**config.mk**
```make
export PLATFORM = sky130hd
export DESIGN_NAME = debug_cmd_rx
export DESIGN_NICKNAME = d
export VERILOG_FILES = /design/src/rtl/debug_pkg.sv /design/src/rtl/uart_rx.sv /design/src/rtl/debug_cmd_rx.sv
export SDC_FILE = /design/constraint.sdc
export NUM_CORES = 1
export LEC_CHECK = 0
export CORE_ASPECT_RATIO = 0.5
export CORE_UTILIZATION = 48
export DETAILED_ROUTE_END_ITERATION = 8
export PLACE_DENSITY = 0.69
export SYNTH_ARGS = -nofsm -noshare
export SYNTH_HDL_FRONTEND = slang
export SYNTH_HIERARCHICAL = 1
export SYNTH_SLANG_ARGS = --single-unit
```
**constraint.sdc**
```tcl
create_clock -name clk -period 2.7 [get_ports clk]
set_clock_uncertainty 0.2 [all_clocks]
set_input_delay 0.405 -clock clk [delete_from_list [all_inputs] [get_ports clk]]
set_output_delay 0.405 -clock clk [all_outputs]
set_load 0.02 [all_outputs]
```
**src/rtl/debug_pkg.sv**
```systemverilog
// rtl/debug_pkg.sv - shared constants, encodings and decode helpers for the debug command receiver
package debug_pkg;

  localparam int DEFAULT_CLKS_PER_BIT = 104;
  localparam int ARG_NIBBLES          = 4;

  localparam logic [7:0] ASCII_CR   = 8'h0D;
  localparam logic [7:0] ASCII_LF   = 8'h0A;
  localparam logic [7:0] ASCII_SP   = 8'h20;
  localparam logic [7:0] ASCII_H_UC = 8'h48;
  localparam logic [7:0] ASCII_H_LC = 8'h68;
  localparam logic [7:0] ASCII_C_UC = 8'h43;
  localparam logic [7:0] ASCII_C_LC = 8'h63;
  localparam logic [7:0] ASCII_S_UC = 8'h53;
  localparam logic [7:0] ASCII_S_LC = 8'h73;
  localparam logic [7:0] ASCII_B_UC = 8'h42;
  localparam logic [7:0] ASCII_B_LC = 8'h62;
  localparam logic [7:0] ASCII_X_UC = 8'h58;
  localparam logic [7:0] ASCII_X_LC = 8'h78;

  typedef enum logic [1:0] {s_IDLE, s_ARG, s_WAIT_EOL, s_DISCARD} parse_state_t;

  typedef enum logic [2:0] {
    CMD_NONE, CMD_HALT, CMD_CONT, CMD_STEP, CMD_CLEAR, CMD_SETBP
  } cmd_t;

  // Returns {valid, value} for an ASCII hex digit in either case.
  function automatic logic [4:0] hex_nibble(input logic [7:0] ch);
    if (ch >= 8'h30 && ch <= 8'h39)
      return {1'b1, ch[3:0]};
    else if ((ch >= 8'h41 && ch <= 8'h46) || (ch >= 8'h61 && ch <= 8'h66))
      return {1'b1, ch[3:0] + 4'd9};
    else
      return 5'd0;
  endfunction

  // Maps a command letter (either case) to its encoding; CMD_NONE otherwise.
  function automatic cmd_t cmd_of(input logic [7:0] ch);
    if (ch == ASCII_H_UC || ch == ASCII_H_LC) return CMD_HALT;
    if (ch == ASCII_C_UC || ch == ASCII_C_LC) return CMD_CONT;
    if (ch == ASCII_S_UC || ch == ASCII_S_LC) return CMD_STEP;
    if (ch == ASCII_X_UC || ch == ASCII_X_LC) return CMD_CLEAR;
    if (ch == ASCII_B_UC || ch == ASCII_B_LC) return CMD_SETBP;
    return CMD_NONE;
  endfunction

endpackage

```
**src/rtl/uart_rx.sv**
```systemverilog
// rtl/uart_rx.sv - 8N1 UART receiver with glitch rejection and framing-error detection
module uart_rx
  import debug_pkg::*;
#(
  parameter int CLKS_PER_BIT = DEFAULT_CLKS_PER_BIT
) (
  input  logic       clk,
  input  logic       reset_n,
  input  logic       rx,
  output logic       data_valid,
  output logic [7:0] data_byte,
  output logic       frame_err
);

  localparam int CW = $clog2(CLKS_PER_BIT + 1);
  localparam logic [CW-1:0] HALF_M1 = CW'(CLKS_PER_BIT / 2 - 1);
  localparam logic [CW-1:0] FULL_M1 = CW'(CLKS_PER_BIT - 1);

  typedef enum logic [2:0] {RX_IDLE, RX_START, RX_DATA, RX_STOP, RX_WAIT_HIGH} rx_state_t;

  rx_state_t       state_q, state_d;
  logic [CW-1:0]   cnt_q, cnt_d;
  logic [2:0]      idx_q, idx_d;
  logic [7:0]      shift_q, shift_d;
  logic            dv_d, fe_d;
  logic [1:0]      sync_q;
  logic            rx_s;

  assign rx_s      = sync_q[1];
  assign data_byte = shift_q;

  // Bring the asynchronous line into the clock domain; idles high.
  always_ff @(posedge clk or negedge reset_n) begin
    if (!reset_n) sync_q <= 2'b11;
    else          sync_q <= {sync_q[0], rx};
  end

  // Receiver state, bit timing counters and one-cycle status pulses.
  always_ff @(posedge clk or negedge reset_n) begin
    if (!reset_n) begin
      state_q    <= RX_IDLE;
      cnt_q      <= '0;
      idx_q      <= '0;
      shift_q    <= '0;
      data_valid <= 1'b0;
      frame_err  <= 1'b0;
    end else begin
      state_q    <= state_d;
      cnt_q      <= cnt_d;
      idx_q      <= idx_d;
      shift_q    <= shift_d;
      data_valid <= dv_d;
      frame_err  <= fe_d;
    end
  end

  // Frame sequencing: start-bit validation at half bit, then sample at bit centres.
  always_comb begin
    state_d = state_q;
    cnt_d   = cnt_q;
    idx_d   = idx_q;
    shift_d = shift_q;
    dv_d    = 1'b0;
    fe_d    = 1'b0;
    case (state_q)
      RX_IDLE: begin
        if (!rx_s) begin
          state_d = RX_START;
          cnt_d   = '0;
        end
      end
      RX_START: begin
        if (cnt_q == HALF_M1) begin
          cnt_d   = '0;
          idx_d   = '0;
          state_d = rx_s ? RX_IDLE : RX_DATA;
        end else begin
          cnt_d = cnt_q + 1'b1;
        end
      end
      RX_DATA: begin
        if (cnt_q == FULL_M1) begin
          cnt_d   = '0;
          shift_d = {rx_s, shift_q[7:1]};
          if (idx_q == 3'd7) state_d = RX_STOP;
          else               idx_d   = idx_q + 3'd1;
        end else begin
          cnt_d = cnt_q + 1'b1;
        end
      end
      RX_STOP: begin
        if (cnt_q == FULL_M1) begin
          cnt_d = '0;
          if (rx_s) begin
            dv_d    = 1'b1;
            state_d = RX_IDLE;
          end else begin
            fe_d    = 1'b1;
            state_d = RX_WAIT_HIGH;
          end
        end else begin
          cnt_d = cnt_q + 1'b1;
        end
      end
      RX_WAIT_HIGH: begin
        if (rx_s) state_d = RX_IDLE;
      end
      default: state_d = RX_IDLE;
    endcase
  end

endmodule

```
**src/rtl/debug_cmd_rx.sv**
```systemverilog
// rtl/debug_cmd_rx.sv - debug console command parser driving halt, step and PC breakpoint
module debug_cmd_rx
  import debug_pkg::*;
#(
  parameter int CLKS_PER_BIT = DEFAULT_CLKS_PER_BIT
) (
  input  logic        clk,
  input  logic        reset_n,
  input  logic        rx,
  input  logic [15:0] pc,
  output logic        halt,
  output logic        step,
  output logic [15:0] bp_addr,
  output logic        bp_valid,
  output logic        cmd_error
);

  logic        dv;
  logic [7:0]  rx_byte;
  logic        frame_err;

  parse_state_t state_q, state_d;
  cmd_t         pend_q, pend_d, exec;
  logic [15:0]  arg_q, arg_d;
  logic [2:0]   cnt_q, cnt_d;
  logic         bp_skip;
  logic         halt_d, step_d, bp_valid_d, skip_d, err_d;
  logic [15:0]  bp_addr_d;

  logic [4:0]   hex;
  cmd_t         byte_cmd;
  logic         is_eol, is_sp, hit;

  uart_rx #(.CLKS_PER_BIT(CLKS_PER_BIT)) u_rx (
    .clk        (clk),
    .reset_n    (reset_n),
    .rx         (rx),
    .data_valid (dv),
    .data_byte  (rx_byte),
    .frame_err  (frame_err)
  );

  assign hex      = hex_nibble(rx_byte);
  assign byte_cmd = cmd_of(rx_byte);
  assign is_eol   = (rx_byte == ASCII_CR) || (rx_byte == ASCII_LF);
  assign is_sp    = (rx_byte == ASCII_SP);
  assign hit      = bp_valid && (pc == bp_addr) && !bp_skip;

  // Parser and control outputs; everything registered for a one-clock execute latency.
  always_ff @(posedge clk or negedge reset_n) begin
    if (!reset_n) begin
      state_q   <= s_IDLE;
      pend_q    <= CMD_NONE;
      arg_q     <= '0;
      cnt_q     <= '0;
      halt      <= 1'b0;
      step      <= 1'b0;
      bp_addr   <= '0;
      bp_valid  <= 1'b0;
      bp_skip   <= 1'b0;
      cmd_error <= 1'b0;
    end else begin
      state_q   <= state_d;
      pend_q    <= pend_d;
      arg_q     <= arg_d;
      cnt_q     <= cnt_d;
      halt      <= halt_d;
      step      <= step_d;
      bp_addr   <= bp_addr_d;
      bp_valid  <= bp_valid_d;
      bp_skip   <= skip_d;
      cmd_error <= err_d;
    end
  end

  // Line grammar, command execution and breakpoint match; execution overrides a hit.
  always_comb begin
    state_d    = state_q;
    pend_d     = pend_q;
    arg_d      = arg_q;
    cnt_d      = cnt_q;
    exec       = CMD_NONE;
    err_d      = frame_err;
    step_d     = 1'b0;
    halt_d     = halt;
    bp_addr_d  = bp_addr;
    bp_valid_d = bp_valid;
    skip_d     = bp_skip && (pc == bp_addr);

    case (state_q)
      s_IDLE: begin
        if (dv && !is_eol && !is_sp) begin
          if (byte_cmd == CMD_NONE) begin
            err_d   = 1'b1;
            state_d = s_DISCARD;
          end else if (byte_cmd == CMD_SETBP) begin
            arg_d   = '0;
            cnt_d   = '0;
            state_d = s_ARG;
          end else begin
            pend_d  = byte_cmd;
            state_d = s_WAIT_EOL;
          end
        end
      end
      s_ARG: begin
        if (frame_err) begin
          state_d = s_DISCARD;
        end else if (dv && !(is_sp && cnt_q == 3'd0)) begin
          if (hex[4]) begin
            arg_d = {arg_q[11:0], hex[3:0]};
            cnt_d = cnt_q + 3'd1;
            if (cnt_q == 3'(ARG_NIBBLES - 1)) begin
              pend_d  = CMD_SETBP;
              state_d = s_WAIT_EOL;
            end
          end else begin
            err_d   = 1'b1;
            state_d = is_eol ? s_IDLE : s_DISCARD;
          end
        end
      end
      s_WAIT_EOL: begin
        if (frame_err) begin
          state_d = s_DISCARD;
        end else if (dv && !is_sp) begin
          if (is_eol) begin
            exec    = pend_q;
            state_d = s_IDLE;
          end else begin
            err_d   = 1'b1;
            state_d = s_DISCARD;
          end
        end
      end
      s_DISCARD: begin
        if (dv && is_eol) state_d = s_IDLE;
      end
      default: state_d = s_IDLE;
    endcase

    if (hit) halt_d = 1'b1;

    case (exec)
      CMD_HALT: halt_d = 1'b1;
      CMD_CONT: begin
        halt_d = 1'b0;
        skip_d = 1'b1;
      end
      CMD_STEP: begin
        if (halt) begin
          step_d = 1'b1;
          skip_d = 1'b1;
        end else begin
          err_d = 1'b1;
        end
      end
      CMD_CLEAR: bp_valid_d = 1'b0;
      CMD_SETBP: begin
        bp_addr_d  = arg_q;
        bp_valid_d = 1'b1;
        skip_d     = 1'b0;
      end
      default: ;
    endcase
  end

endmodule

```
Word-level counts from Yosys, hierarchy flattened
Cells that the tools add are included.
{ "word_totals": {"reg_bits": 70, "output_inout_bits": 20, "word_cells": 223, "input_bits": 19} }
{ "op_classes": {"eq_ne": 50, "add_sub_neg": 4, "reduce_logical": 40, "mux": 106, "n_lt_le_gt_ge": 6} }
{ "ops": {"columns": ["op", "count"], "rows": [
  ["2-to-1 mux 3 bit", 37],
  ["2-to-1 mux 16 bit", 6],
  ["== test 8 x 7 -> 1 bit (second input constant)", 10],
  ["2-to-1 mux 1 bit", 35],
  ["case mux 16 bit (2 select lines)", 1],
  ["2-to-1 mux 2 bit", 12],
  ["inequality test 2 bit (second input constant)", 11],
  ["2-to-1 mux 7 bit", 3],
  ["case mux 7 bit (3 select lines)", 1],
  ["case mux 3 bit (2 select lines)", 3],
  ["== test 16 bit", 1],
  ["== test 8 x 4 -> 1 bit (second input constant)", 2],
  ["greater-or-equal comparator 8 x 7 -> 1 bit (second input constant)", 2],
  ["<= comparator 8 x 7 -> 1 bit (second input constant)", 2],
  ["== test 3 x 2 -> 1 bit (second input constant)", 5],
  ["== test 3 bit (second input constant)", 5],
  ["case mux 3 bit (5 select lines)", 1],
  ["logical AND 1 bit", 12],
  ["2-to-1 mux 5 bit", 2],
  ["inequality test 2 x 1 -> 1 bit (second input constant)", 5],
  ["logical NOT 3 bit", 3],
  ["== test 8 x 6 -> 1 bit (second input constant)", 1],
  ["greater-or-equal comparator 8 x 6 -> 1 bit (second input constant)", 1],
  ["<= comparator 8 x 6 -> 1 bit (second input constant)", 1],
  ["other kinds (25)", 44]
]} }

Longest topological paths before layout
{ "depth": {"depth_word": 24, "ltp_mapped": 10, "depth_no_buf": 7} }

Cells and area by module
The synthesis kept the hierarchy.
{ "modules_own_cells": {"columns": ["module", "area_each_um2", "cells_each", "seq_area_each_um2", "n_inst"], "rows": [
  ["debug_cmd_rx", 2653.8, 233, 1126.1, 1],
  ["uart_rx", 1286.2, 113, 628.1, 1]
]} }

Worst setup path before layout
Ideal clock, no wire load.
{ "synth_timing": {"kind": "register to register", "startpoint": "register u_rx.shift_q[0], in the netlist u_rx/data_byte[0]", "endpoint": "register arg_q[1]", "path_buffers": 0, "setup_slack_ps": 247, "t_required_ps": 2375, "synth_period_minus_slack_ps": 2453, "path_stages_with_launch": 8, "setup_ps": 125, "t_arrival_ps": 2128, "cell_sequence": "dfrtp_1 inv_1 ha_1 or3b_1 o311ai_2 a21oi_2 o21ai_4 mux2_2"} }
{ "synth_via": {"elab_chain_cells": 15, "word_cells_on_any_way": 75, "classes_between": "add/sub (1); order compare (6); eq/ne (19); mux (30); reduce/logical (19)"} }
{ "synth_rtl": {"columns": ["element", "line_no", "rtl"], "rows": [
  ["start: declaration", "uart_rx.sv:24", "logic [7:0] shift_q, shift_d;"],
  ["start signal: assignment", "uart_rx.sv:51", "shift_q <= shift_d;"],
  ["== test 8 x 7 -> 1 bit", "debug_pkg.sv:43", "if (ch == ASCII_B_UC || ch == ASCII_B_LC) return CMD_SETBP;"],
  ["logical OR 1 bit", "debug_pkg.sv:43", null],
  ["2-to-1 mux 1 bit (2 in a row)", "debug_pkg.sv:43", null],
  ["2-to-1 mux 1 bit", "debug_pkg.sv:42", "if (ch == ASCII_X_UC || ch == ASCII_X_LC) return CMD_CLEAR;"],
  ["2-to-1 mux 1 bit", "debug_pkg.sv:41", "if (ch == ASCII_S_UC || ch == ASCII_S_LC) return CMD_STEP;"],
  ["2-to-1 mux 1 bit", "debug_pkg.sv:40", "if (ch == ASCII_C_UC || ch == ASCII_C_LC) return CMD_CONT;"],
  ["2-to-1 mux 3 bit", "debug_pkg.sv:44", "return CMD_NONE;"],
  ["2-to-1 mux 3 bit", "debug_pkg.sv:43", null],
  ["2-to-1 mux 3 bit", "debug_pkg.sv:42", null],
  ["2-to-1 mux 3 bit", "debug_pkg.sv:41", null],
  ["2-to-1 mux 3 bit", "debug_pkg.sv:40", null],
  ["== test 3 bit or logical NOT 3 bit (tied branches)", "debug_cmd_rx.sv:96, debug_cmd_rx.sv:93", null],
  ["inequality test 2 bit (no line)", null, null],
  ["AND reduction 7 bit (no line)", null, null],
  ["end signal: assignment", "debug_cmd_rx.sv:65", "arg_q <= arg_d;"],
  ["end: declaration", "debug_cmd_rx.sv:24", "logic [15:0] arg_q, arg_d;"]
]} }
Parallel ways exist; a longest one is shown, timed or not. The select of a mux whose other input is x is not followed.
A chain may end at the register's enable or synchronous reset.

Final worst setup path
{ "layout_timing": {"startpoint": "register u_rx.shift_q[1], in the netlist u_rx/data_byte[1]", "endpoint": "register pend_q[1]"} }
{ "layout_via": {"elab_chain_cells": 16, "word_cells_on_any_way": 74, "classes_between": "order compare (6); eq/ne (19); mux (30); reduce/logical (19)"} }
{ "layout_rtl": {"columns": ["element", "line_no", "rtl"], "rows": [
  ["== test 8 x 7 -> 1 bit", "debug_pkg.sv:43", null],
  ["logical OR 1 bit", "debug_pkg.sv:43", null],
  ["2-to-1 mux 1 bit (2 in a row)", "debug_pkg.sv:43", null],
  ["2-to-1 mux 1 bit", "debug_pkg.sv:42", null],
  ["2-to-1 mux 1 bit", "debug_pkg.sv:41", null],
  ["2-to-1 mux 1 bit", "debug_pkg.sv:40", null],
  ["2-to-1 mux 3 bit", "debug_pkg.sv:44", null],
  ["2-to-1 mux 3 bit", "debug_pkg.sv:43", null],
  ["2-to-1 mux 3 bit", "debug_pkg.sv:42", null],
  ["2-to-1 mux 3 bit", "debug_pkg.sv:41", null],
  ["2-to-1 mux 3 bit", "debug_pkg.sv:40", null],
  ["2-to-1 mux 3 bit", "debug_cmd_rx.sv:96", "end else if (byte_cmd == CMD_SETBP) begin"],
  ["2-to-1 mux 3 bit", "debug_cmd_rx.sv:93", "if (byte_cmd == CMD_NONE) begin"],
  ["2-to-1 mux 3 bit", "debug_cmd_rx.sv:92", "if (dv && !is_eol && !is_sp) begin"],
  ["case mux 3 bit (2 select lines)", "debug_cmd_rx.sv:90", "case (state_q)"],
  ["end signal: assignment", "debug_cmd_rx.sv:64", "pend_q <= pend_d;"],
  ["end: declaration", "debug_cmd_rx.sv:23", "cmd_t pend_q, pend_d, exec;"]
]} }
Parallel ways exist; a longest one is shown, timed or not. The select of a mux whose other input is x is not followed.

==> results.cfg <==
[yosys]
netlist_area_before_placement_um2 = 3940
dominantRegCellSynth = sky130_fd_sc_hd__dfrtp_1
yosys_warnings = 6
total_nets_after_synthesis = 382
syn-instance-count = 346
seq_area_frac_synth = 0.445
average_cell_area_after_synthesis_um2 = 11.4
synth-edff-count = 0
async_reset_ff_frac = 1.00
postSynthRegisterBits = 70
yosysUniqueCellTypes = 70

[worst_setup_path]
peak_per_stage_delay_on_the_critical_path_ns = 0.43
worstSetupStartpointType = flop
timing.critical_path.max_delay_family = compound AO/OA/AOI/OAI gates
timing.critical_path.slowest_stage_cell = sky130_fd_sc_hd__dfrtp_1
endpoint_kind = flop
critPathArrivalTime_ns = 2.54
cp.required_ns = 2.72
path_class = flop to flop
worstPathCellList = inv_1 > ha_1 > or3b_4 > o311ai_2 > a21oi_2 > o211ai_2 > mux2_2
critical_path.n_buffers_inverters = 1
biggest_fanout_along_the_worst_timing_path = 6

[global_route]
pin_count_of_the_biggest_net_entering_global_routing = 33
grt_pass1_wl_um = 13600
total_routing_usage_reported_by_global_routing = 0.212
grt_pass1_vias = 2820
antenna_found_initial = 0
globalRouteOverflowTotal = 0

[clocking]
clock-root-buffer = sky130_fd_sc_hd__clkbuf_16
clock_buffers_created_by_tritoncts = 9
cts_htree_levels = 3
clock_transition_at_the_registers_of_the_reported_paths_ns = 0.06
worstSkewPairLatency_ns = 0.34
tritoncts_num_sinks = 70
clockBufferDepth = 2
clock_tree_from_tritoncts = yes

[power]
power_leakage_nw = 2.10
vdd.ir_drop.worst_uv = 311
power_density_over_the_cells_nw_per_um2 = 455

[die]
core_area_um2 = 7620
initial_core_util = 0.517
top_level_pins = 39
fp.dieW_um = 130
num_rows = 22
die_area_um2 = 8600
die_h_um = 66.1

[sta]
achievable_clock_frequency_ghz = 0.396
setup_total_negative_slack_ns = 0
setup_viol = 0
timing_hold_violations_final = 0
final_period_minus_worst_setup_slack_ns = 2.52
maxSlewHeadroom = 0.579
rsz_0062_raised_after_global_routing = false
max_slew.worst_pin.slew_ns = 0.631
timing.final.crit_share = 0.935
slew_violations = 0

[detailed_routing]
post-route-drc-count = 0
detail_route.vias_per_cell = 5.61
totalWireLength_um = 8150
wl_per_cell_um = 16.1
antenna_left = 0
via_count = 2844
drtIter0Drc = 124
drtPass1Iterations = 4

[placement]
numPlacedInstances = 491
port-buffer-count = 38
hpwlAfterDp_um = 6050
gp_routability_congestion = 0.860

[cells_and_area]
final_cells = 507
antenna-diode-count = 0
drive_above_1_share = 0.226
num-nets-final = 431
filler_cell_count = 635
flow.area_growth_from_synthesis_pct = 20.7

[job]
max_cap_viol_count = 0

[run_status]
status = completed

[hold_path]
holdCritPathClass = flop to flop
[stage by stage]
stage / setup WS, ns / power, mW / util / area [um^2] / hold slack [ns]
after floorplan: 0.247 / 1.08 / - / 3940 / -0.0906
after global placement: 0.237 / 1.14 / 0.587 / 4480 / 0.148
after detailed placement: 0.125 / 1.14 / 0.587 / 4480 / 0.147
after CTS: 0.118 / 2.19 / 0.623 / 4750 / 0.159
after global routing: 0.0172 / 2.24 / 0.624 / 4760 / 0.163
final: 0.176 / 2.16 / 0.624 / 4760 / 0.160
[sequential cells by signal, summed over array words and instances (netlist names), 3 cells and up]
name	count
u_rx/state_q	3
u_rx/data_byte	8
u_rx/idx_q	3
arg_q	16
u_rx/cnt_q	7
cnt_q	3
bp_addr	16
pend_q	3
[cell usage in the layout, fill, tap and decap left out, types with 4 or more instances in the layout]
cell type	synthesis	layout
sky130_fd_sc_hd__clkdlybuf4s50_1	0	37
sky130_fd_sc_hd__a22o_1	14	14
sky130_fd_sc_hd__mux2i_1	6	6
sky130_fd_sc_hd__o211ai_1	7	7
sky130_fd_sc_hd__nor2b_1	6	6
sky130_fd_sc_hd__nor2_1	13	13
sky130_fd_sc_hd__o21ai_0	7	7
sky130_fd_sc_hd__a21o_1	4	4
sky130_fd_sc_hd__dfrtp_1	68	68
sky130_fd_sc_hd__buf_4	1	5
sky130_fd_sc_hd__mux2_2	32	32
sky130_fd_sc_hd__nand4_1	6	6
sky130_fd_sc_hd__nand3_1	14	14
sky130_fd_sc_hd__xnor2_1	16	16
sky130_fd_sc_hd__a21oi_1	6	6
sky130_fd_sc_hd__nor3_1	5	5
sky130_fd_sc_hd__clkbuf_16	0	9
sky130_fd_sc_hd__ha_1	17	17
sky130_fd_sc_hd__inv_1	24	24
sky130_fd_sc_hd__nand2_1	20	20
[logic make-up (layout without fill, tap and decap cells)]
family,Yosys count,after routing,synth area share
xor gates and xnor gates,16,16,0.0356
buffers and inverters,33,86,0.0413
muxes,39,39,0.111
DFF,70,70,0.445
and+or+nand+nor,98,98,0.154
AOI/OAI and AO/OA,73,73,0.159
adders and majority gates,17,17,0.0540
[synth_stat cells, types with 4 or more instances]
master / n / area [um^2]
sky130_fd_sc_hd__nor2b_1: 6 / 37.5
sky130_fd_sc_hd__xnor2_1: 16 / 140
sky130_fd_sc_hd__inv_1: 24 / 90.1
sky130_fd_sc_hd__nor2_1: 13 / 48.8
sky130_fd_sc_hd__a22o_1: 14 / 123
sky130_fd_sc_hd__a21o_1: 4 / 30.0
sky130_fd_sc_hd__buf_6: 4 / 45.0
sky130_fd_sc_hd__mux2_2: 32 / 360
sky130_fd_sc_hd__nor3_1: 5 / 25.0
sky130_fd_sc_hd__a21oi_1: 6 / 30.0
sky130_fd_sc_hd__o211ai_1: 7 / 52.6
sky130_fd_sc_hd__nand3_1: 14 / 70.1
sky130_fd_sc_hd__ha_1: 17 / 213
sky130_fd_sc_hd__nand4_1: 6 / 37.5
sky130_fd_sc_hd__mux2i_1: 6 / 60.1
sky130_fd_sc_hd__dfrtp_1: 68 / 1700
sky130_fd_sc_hd__nand2_1: 20 / 75.1
sky130_fd_sc_hd__o21ai_0: 7 / 35.0
[final cells by class]
type | instances | area [um^2] | share of cell area
sequential | 70 | 1750 | 0.369
inverter | 24 | 90.1 | 0.0189
tap | 108 | 135 | 0.0284
multi-input combinational | 243 | 2030 | 0.427
clock inverter | 6 | 40.0 | 0.00842
clock buffer | 9 | 225 | 0.0473
timing repair buffer | 47 | 483 | 0.102
[timing repair]
action	4_1_cts	5_1_grt
setup buffers	0	0
endpoints found under the hold margin	26	0
hold buffers	1	0
endpoints found under the setup margin	0	17
resized for setup	0	2
[power breakdown]
part / switching (mW) / internal (mW)
combinational: 0.0308 / 0.0355
clock: 0.430 / 0.612
sequential: 0.00196 / 1.05
total: 0.463 / 1.70
[per-layer routing]
layer	GRT usage	vias to the layer above	routed length, um
met5	0	-	0
met4	0.0901	0	138
met2	0.367	55	3950
met1	0.249	1410	3750
li1	-	1363	-
met3	0.0607	16	307
[final timing paths]
kind | from | end | slack (ns) | cells after the start
setup / recovery | u_rx/data_byte[1] | pend_q[1] | 0.18 | 7
hold / removal | u_rx/sync_q[0] | u_rx/sync_q[1] | 0.16 | 0
setup reg to reg | u_rx/data_byte[1] | pend_q[1] | 0.18 | 7
hold reg to reg | u_rx/sync_q[0] | u_rx/sync_q[1] | 0.16 | 0
max in group asynchronous | reset_n | u_rx/sync_q[0] | 1.21 | 3
min in group asynchronous | reset_n | bp_addr[13] | 0.42 | 2
Power figures use the tool's default switching activity.
